$ cat config.mk
export PLATFORM = sky130hd
export DESIGN_NAME = instr_fetch
export DESIGN_NICKNAME = d
export VERILOG_FILES = /design/src/rtl/instr_fetch.sv
export SDC_FILE = /design/constraint.sdc
export NUM_CORES = 1
export LEC_CHECK = 0
export ABC_CLOCK_PERIOD_IN_PS = 5000
export BUFFER_PORTS_ARGS = -buffer_cell sky130_fd_sc_hd__buf_2
export CAP_MARGIN = 5
export CORE_MARGIN = 2
export CORE_UTILIZATION = 30
export CTS_CLUSTER_SIZE = 30
export DETAILED_ROUTE_END_ITERATION = 16
export GPL_TIMING_DRIVEN = 0
export PLACE_DENSITY = 0.46
export RECOVER_POWER = 50
export SETUP_SLACK_MARGIN = 0.4
export SLEW_MARGIN = 20
export SYNTH_ARGS = -nofsm -noshare
export SYNTH_HDL_FRONTEND = slang
export SYNTH_SLANG_ARGS = --single-unit
$ cat constraint.sdc
create_clock -name clk -period 5 [get_ports clk]
set_input_delay 0 -clock clk [delete_from_list [all_inputs] [get_ports clk]]
set_output_delay 0 -clock clk [all_outputs]
set_load 0.01 [all_outputs]
$ cat src/rtl/instr_fetch.sv
// instr_fetch: instruction sequencer holding each word for its class-specific cycle count.
// Optional build macro FETCH_JUMP_EN: a class-00 word with bit 17 set jumps instead of halting.
module instr_fetch #(
    parameter int INSTR_WIDTH = 20,
    parameter int ADDR_BITS   = 5,
    parameter int STD_CYC     = 3,
    parameter int LOAD_CYC    = 3,
    parameter int STORE_CYC   = 3
) (
    input  logic                   clk,
    input  logic                   rst,
    input  logic                   start,
    input  logic                   prog_we,
    input  logic [ADDR_BITS-1:0]   prog_addr,
    input  logic [INSTR_WIDTH-1:0] prog_data,
    output logic [INSTR_WIDTH-1:0] instr,
    output logic [ADDR_BITS-1:0]   pc,
    output logic                   busy,
    output logic                   halted
);
    typedef enum logic [1:0] {IDLE, ISSUE, HALT} state_t;

    localparam logic [3:0] STD_H   = 4'(STD_CYC - 1);
    localparam logic [3:0] LOAD_H  = 4'(LOAD_CYC - 1);
    localparam logic [3:0] STORE_H = 4'(STORE_CYC - 1);

    logic [INSTR_WIDTH-1:0] r_mem [0:(2**ADDR_BITS)-1];
    state_t                 r_state;
    logic [3:0]             r_cnt;
    logic [INSTR_WIDTH-1:0] r_instr;
    logic [ADDR_BITS-1:0]   r_pc;
    logic                   r_busy;
    logic                   r_halted;

    logic [ADDR_BITS-1:0]   w_ld_addr;
    logic [ADDR_BITS-1:0]   w_addr;
    logic [INSTR_WIDTH-1:0] w_word;
    logic [INSTR_WIDTH-1:0] w_fetch;
    logic [1:0]             w_cls;
    logic [3:0]             w_hold;
    logic                   w_load;

    assign w_ld_addr = (r_state == ISSUE) ? r_pc : '0;
    assign w_word    = r_mem[w_ld_addr];
`ifdef FETCH_JUMP_EN
    logic w_jump;
    // A jump is resolved inside the fetch; its target is loaded on the same edge.
    assign w_jump  = (w_word[INSTR_WIDTH-1 -: 2] == 2'b00) && w_word[17];
    assign w_addr  = w_jump ? w_word[ADDR_BITS-1:0] : w_ld_addr;
    assign w_fetch = r_mem[w_addr];
`else
    assign w_addr  = w_ld_addr;
    assign w_fetch = w_word;
`endif
    assign w_cls  = w_fetch[INSTR_WIDTH-1 -: 2];
    assign w_hold = (w_cls == 2'b01) ? STD_H : (w_cls == 2'b10) ? LOAD_H : STORE_H;
    assign w_load = (r_state == ISSUE) ? (r_cnt == 4'd0) : start;

    assign instr  = r_instr;
    assign pc     = r_pc;
    assign busy   = r_busy;
    assign halted = r_halted;

    // Program memory write port; a same-edge fetch sees the old word.
    always_ff @(posedge clk) begin
        if (prog_we) r_mem[prog_addr] <= prog_data;
    end

    // Sequencer: load a word, count down its hold, halt on class 00.
    always_ff @(posedge clk or negedge rst) begin
        if (!rst) begin
            r_state  <= IDLE;
            r_cnt    <= '0;
            r_instr  <= '0;
            r_pc     <= '0;
            r_busy   <= 1'b0;
            r_halted <= 1'b0;
        end else if (w_load) begin
            if (w_cls == 2'b00) begin
                r_state  <= HALT;
                r_instr  <= '0;
                r_pc     <= w_addr;
                r_cnt    <= '0;
                r_busy   <= 1'b0;
                r_halted <= 1'b1;
            end else begin
                r_state  <= ISSUE;
                r_instr  <= w_fetch;
                r_pc     <= w_addr + 1'b1;
                r_cnt    <= w_hold;
                r_busy   <= 1'b1;
                r_halted <= 1'b0;
            end
        end else if (r_state == ISSUE) begin
            r_cnt <= r_cnt - 4'd1;
        end
    end
endmodule
-- Word level (Yosys, flattened, before mapping)
Memory sizes are Yosys's and may differ from the RTL's.
Index checks and enable logic that the tools add are counted.
- flip-flop bits (word level): 33
- latch bits: 0
- memory bits (writable): 640
- memory bits (read-only): 0
- output and inout bits: 27
- memories: 1
- memories (name ; depth ; width ; read ports ; clocked after Yosys merged registers in ; wr ports ; line ; source):
    r_mem ; 32 ; 20 ; 1 ; 0 ; 1 ; 27 ; logic [INSTR_WIDTH-1:0] r_mem [0:(2**ADDR_BITS)-1];
- add/subtract/negate cells: 2
- multiply operators: 0
- div/mod/pow operators: 0
- order comparisons: 0
- equal/unequal tests: 1
- shifts and indexed selects: 0
- muxes and demuxes: 12
- bitwise logic cells: 0
- reduce and logical (&&, ||, !) cells: 3
- operators by type and width (kind ; number):
    20-bit two-way mux ; 1
    5-bit two-way mux ; 2
    4-bit two-way mux ; 2
    5-bit by 1-bit adder with 5-bit output, second input constant ; 1
    1-bit two-way mux ; 5
    4-bit zero test ; 1
    2-bit two-way mux ; 2
    4-bit by 1-bit subtractor with 4-bit output, second input constant ; 1
    2-bit by 1-bit == test with 1-bit output, second input constant ; 1
    2-bit zero test ; 1
    2-bit nonzero test ; 1

-- Logic depth before layout (Yosys ltp)
Gate-level depths: netlist (run 1).
An unclocked memory read counts as a cell.
- depth in word-level cells: 6
- gate-level depth with buffers: 12

-- Worst setup path before layout (run 1)
OpenSTA, ideal clock, no wires.
- path type: register to register
- start: register r_state[1]
- end: register r_pc[4], in the netlist pc[4]
- library setup time: 65 ps
- arrival: 2521 ps
- data required time: 4935 ps
- path slack: 2415 ps
- cell stages (with the launch flop): 12
- cell sequence: dfrtp_1 -> buf_2 -> nand3b_1 -> inv_2 -> clkbuf_1 -> buf_2 -> buf_1 -> ha_1 -> nand3_1 -> or4_1 -> a21oi_1 -> a211o_1
- longest elaborated chain between the ends: 5
- ends and longest elaborated chain (item ; line ; source):
    from (decl) ; 28 ; state_t r_state;
    from (signal assigned) ; 72 ; r_state <= IDLE;
    from (signal assigned) ; 80 ; r_state <= HALT;
    from (signal assigned) ; 87 ; r_state <= ISSUE;
    2-bit by 1-bit == test with 1-bit output (*) ; 43, 57 ;
    5-bit two-way mux ; 43 ; assign w_ld_addr = (r_state == ISSUE) ? r_pc : '0;
    memory read 32 x 20 bit ; - ;
    2-bit zero test ; 79 ; if (w_cls == 2'b00) begin
    5-bit two-way mux ; 79 ;
    to (signal assigned) ; 82 ; r_pc <= w_addr;
    to (signal assigned) ; 89 ; r_pc <= w_addr + 1'b1;
    to (decl) ; 31 ; logic [ADDR_BITS-1:0] r_pc;
Mark *: on every way between the ends. The rest lies on a longest branch, timed or not.
A chain may end at the register's enable or synchronous reset.

-- Final worst setup path (run 1)
- start: register r_pc[0], in the netlist pc[0]
- end: register r_instr[9], in the netlist instr[9]
- longest elaborated chain between the ends: 4
- ends and longest elaborated chain (item ; line ; source):
    5-bit two-way mux (*) ; 43 ;
    memory read 32 x 20 bit (*) ; - ;
    2-bit zero test ; 79 ;
    20-bit two-way mux (*) ; 79 ;
    to (signal assigned) ; 88 ; r_instr <= w_fetch;
    to (decl) ; 30 ; logic [INSTR_WIDTH-1:0] r_instr;
Marks and branches as above.

==> qor.yml, run 1 <==
status: "finished with violations"
violations: "DRC, capacitance limit, slew limit"
cap_violations: 19
cts_buffers: 77
ant_nets: 0
num_io_pins: 56
crit_type: "flip-flop to flip-flop"
vias: 17100
finalMaxSlewViolations: 621
power_w: 0.0184
grt_pass1_wl_um: 122000
worstMarginPinSlew_ns: 2.35
layout_common_cells: "edfxtp_1, nand2_1, a21oi_1, clkbuf_1, nand3_1"
ys.flop_type: "edfxtp_1"
wire_per_inst_um: 26.5
syn_to_final_growth_pct: 18.8
whs_path_depth: 3
finalClockSkew_ns: 0.0342
clock-sinks: 671
sw_frac_of_total_pct: 38.3
total_leakage_power_nw: 10.8
relSlewSlack_pct: -56.4
post_route_cells_drive_above_1_share_pct: 11.5
power_frac_clock_pct: 29.9
cp-end-kind: "flip-flop"
clock_path_buffers: 3
drc_errors: 2
fin_nets: 2081
post-route-min-period_ns: 4.66
htreeDepth: 3
postLayoutSetupSlackWorst_ns: 0.340
fmaxAchievable_ghz: 0.215
clk_latency_ns: 0.64
pwr-share-seq_pct: 35.0
synth_area_per_cell_um2: 14.3
synth_area_leader_cell: "edfxtp_1"
ys.warnings.count: 0
cts_setup_buffers: 0
root_buffer: "clkbuf_16"
syn_area_um2: 26800
whs_ns: 0.0227
power.density_nw_per_um2: 578
internal_power_w: 0.0114
fin_tns_setup_ns: 0
port_buffers: 55
finalCritPeriodShare_pct: 93.2
ys_ff_latch: 671
required_ns: 5.57
cp.arrival_ns: 5.23
clk_pin_slew_ns: 0.06
synth_edf_count: 640
worstRegToRegCells: 10
drt-initial-drc-count: 1785
routed_wl_um: 86900
synth.area.top_cells: "edfxtp_1, nand2_1, mux2i_1, a21oi_1, dfrtp_1"
die_area_um2: 91800
antenna_found_initial: 2
ys_seq_area_share_pct: 74.5
p_comb_share_pct: 35.1
finalHoldViolCount: 0
core.rowCount: 109
die_h_um: 303
drt_pass1_iterations: 12
final_common_cell: "edfxtp_1"
synth_cell_types: 57
place_hpwl_um: 58400
gp_congestion: 0.868
setup_violations: 0
chipWidth_um: 303
grt-ovfl-total: 0
rsz0062_at_grt: "no"
synthCells: 1876
cp-start-kind: "flip-flop"
grt_usage_pct: 18.8
initial_utilization_pct: 30.3
vias_per_cell: 5.20
p_switching_w: 0.00706
grt_pass1_vias: 16700
dp_slack_ns: 0.506
grt_max_degree: 33
async_flop_share_pct: 4.62
synth_top_area_share_pct: 71.6
irDropWorstVdd_v: 0.000269
hold_class: "primary input to flip-flop"
cts_tree: "done"
cp_max_fo: 10
core_um2: 88500
synth.net_count: 1907
Yosys cell counts (all sizes together) (36+ instances only):
master  instances
a31oi          36
a21oi         155
edfxtp        640
nor2b          37
a22oi          38
nand2         326
a211oi         57
clkbuf         96
a221oi         37
buf            37
nand3         116
mux2i         115
nor2           40
through the flow:
step	std cells	utilization (%)	instance area (um^2)
global placement	3096	32.3	28600
detailed placement	3122	33.2	29400
global route	3277	36.0	31900
floorplan	1876	-	26800
finish	3279	36.0	31900
CTS	3275	36.1	32000
sequential cells by signal, summed over array words and instances, names as in the netlist:
name	flops
r_mem	640
instr	20
pc	5
r_cnt	4
r_state	2
cell families after synthesis:
kind of cell | Yosys count | share of synthesized area, %
muxes | 124 | 4.84
DFF | 671 | 74.5
AOI/OAI and AO/OA | 377 | 9.11
and+or+nand+nor | 558 | 9.20
buffers and inverters | 144 | 2.24
adders and majority gates | 2 | 0.0932
worst max-delay path, cell delays in order, from the launching register on:
cell             delay, ns
dfrtp_1               0.59
nand3b_1              0.25
clkdlybuf4s15_1       0.76
buf_1                 0.72
clkbuf_1              0.69
nand2_1               0.12
nand3_1               0.26
a22oi_1               0.20
a211oi_1              0.58
a21oi_1               0.22
o21ai_1               0.16
layer usage:
metal	vias to the layer above	part of all wire, %	GRT usage [%]
met5	-	0	0
met4	0	2.4	5.86
met3	119	7.1	3.77
met2	646	45	29.4
met1	8784	45	26.4
li1	7516	-	-
power by group through the flow:
stage               logic, W  registers, W  clock network [W]
floorplan            0.00361       0.00656                  0
global placement     0.00633       0.00656                  0
detailed placement   0.00640       0.00656                  0
CTS                  0.00643       0.00645            0.00561
global route         0.00689       0.00647            0.00583
finish               0.00648       0.00645            0.00551
worst paths after layout:
| path | startpoint | end | slack (ns) |
|---|---|---|---|
| max in group asynchronous | rst | instr[14] | 2.53 |
| min reg2reg | instr[4] | instr[4] | 0.48 |
| min in group asynchronous | rst | instr[5] | 0.54 |
| max | pc[0] | instr[9] | 0.34 |
| min | prog_addr[2] | r_mem[20][19] | 0.02 |
| max reg2reg | pc[0] | instr[9] | 0.34 |
cell type report:
class | instances | area, um^2
well taps | 1165 | 1460
diodes | 4 | 10.0
fillers | 8409 | 56600
repair buffers | 95 | 940
clock buffers | 101 | 2080
clock inverters | 38 | 369
flip-flops and latches | 671 | 20000
multi-input cells | 1061 | 6400
plain buffers | 133 | 581
inverters | 11 | 41.3
repair_timing:
action / CTS / global route
gates resized for setup: 0 / 10
endpoints found under the hold margin: 309 / 0
hold buffers: 14 / 0
setup endpoints to repair: 0 / 1
Note: power is estimated with default switching activity, not from simulation.
==> run 2, diff against run 1 <==
Settings changed: CORE_ASPECT_RATIO set to 0.6.
==> qor.yml, run 2 (synthesis results as in run 1) <==
status: "finished with violations"
violations: "hold timing, capacitance limit, slew limit"
regMostFlops: "r_mem"
finalHoldViolCount: 1
root_buffer: "clkbuf_16"
htreeDepth: 2
grt_usage_pct: 19.3
cp_max_fo: 10
drt_pass1_iterations: 8
finalClockSkew_ns: 0.0269
setup_violations: 0
grt-ovfl-total: 0
drt-initial-drc-count: 2116
hold_class: "primary input to flip-flop"
whs_path_depth: 3
irDropWorstVdd_v: 0.000324
r2r-start: "r_state[1]"
wire_per_inst_um: 27.8
fin_tns_setup_ns: 0
grt_pass1_wl_um: 126000
antenna_found_initial: 6
fin_nets: 2063
fin_util_pct: 35.6
layout_common_cells: "edfxtp_1, nand2_1, a21oi_1, clkbuf_1, nand3_1"
num_io_pins: 56
final_common_cell: "edfxtp_1"
cp-end-kind: "flip-flop"
core_um2: 88100
die_area_um2: 91900
initial_utilization_pct: 30.5
finalMaxSlewViolations: 629
vias_per_cell: 5.24
fmaxAchievable_ghz: 0.229
drc_errors: 0
rsz0062_at_grt: "no"
power.density_nw_per_um2: 574
cts_buffers: 60
place_hpwl_um: 61600
crit_type: "flip-flop to flip-flop"
r2r_slack_ns: 0.63
ant_nets: 0
port_buffers: 55
clk_pin_slew_ns: 0.07
finalCritPeriodShare_pct: 87.4
syn_to_final_growth_pct: 17.0
chipWidth_um: 390
required_ns: 5.56
final_area_um2: 31400
min_from: "prog_addr[3]"
grt_max_degree: 33
crit_start: "r_state[1]"
cp.arrival_ns: 4.93
clk_latency_ns: 0.65
largest_reg_flops: 640
grt_pass1_vias: 16500
routed_wl_um: 90000
vias: 17000
clock_path_buffers: 3
gp_congestion: 0.908
post-route-min-period_ns: 4.37
core.rowCount: 84
post_route_cells_drive_above_1_share_pct: 11.1
die_h_um: 236
placed_area_um2: 29300
total_leakage_power_nw: 10.6
relSlewSlack_pct: -55.3
whs_ns: -0.0378
worstMarginPinSlew_ns: 2.33
clock-sinks: 671
cap_violations: 19
reg2reg_to: "instr[16]"
min_to: "r_mem[8][10]"
cp-start-kind: "flip-flop"
worstRegToRegCells: 11
cts_tree: "done"
## run 2: timing repair
action,4_1_cts,5_1_grt
pin swaps,0,0
hold buffers,15,0
endpoints found under the setup margin,1,4
buffers inserted,0,0
resized for setup,0,3
endpoints found under the hold margin,321,0
## run 2: area by class of cell
| type | instances | area [um^2] |
|---|---|---|
| fill | 8463 | 56700 |
| sequential | 671 | 20000 |
| multi-input combinational | 1061 | 6460 |
| clock buffer | 77 | 1630 |
| tap | 1161 | 1450 |
| timing repair buffer | 95 | 933 |
| buffer | 132 | 559 |
| clock inverter | 31 | 320 |
| inverter | 11 | 41.3 |
| antenna | 3 | 7.51 |
## run 2: worst max-delay path by stage
stage / endpoint / cells past startpoint
2_1_floorplan: pc[4] / 11
5_1_grt: instr[16] / 11
4_1_cts: instr[2] / 10
3_3_place_gp: instr[2] / 11
6_report: instr[16] / 11
3_5_place_dp: instr[2] / 11
## run 2: per-stage QoR
stage | hold slack (ns) | std cells | power (W) | worst slack [ns]
floorplan | -0.296 | 1876 | 0.0102 | 2.41
global placement | 0.127 | 3092 | 0.0131 | 0.410
detailed placement | 0.145 | 3117 | 0.0132 | 0.400
CTS | 0.0127 | 3239 | 0.0179 | 0.579
global route | -0.0526 | 3239 | 0.0188 | 0.504
finish | -0.0378 | 3242 | 0.0180 | 0.631
## run 2: per-layer routing
metal,vias to the layer above,routed length [um],track usage (%),part of all wire [%]
met5,-,13,0,0.014
met4,2,1680,3.84,1.9
met3,111,10200,7.39,11
met2,732,34300,25.0,38
met1,8679,43800,30.0,49
li1,7475,-,-,-
## run 2: where the power goes
| group | internal [W] | switching, W |
|---|---|---|
| clock network | 0.00264 | 0.00212 |
| logic | 0.00183 | 0.00498 |
| registers | 0.00633 | 0.000122 |
| total | 0.0108 | 0.00722 |
## run 2: critical path: stages, from the launching register on
cell and delay (ns):
dfrtp_1 0.43, buf_2 0.29, nand3b_1 0.19, clkbuf_2 0.53, clkbuf_1 0.63, clkbuf_1 0.55, nand2_1 0.14, nand3_1 0.13
a22oi_1 0.13, a211oi_1 0.92, a21oi_1 0.16, o21ai_1 0.17
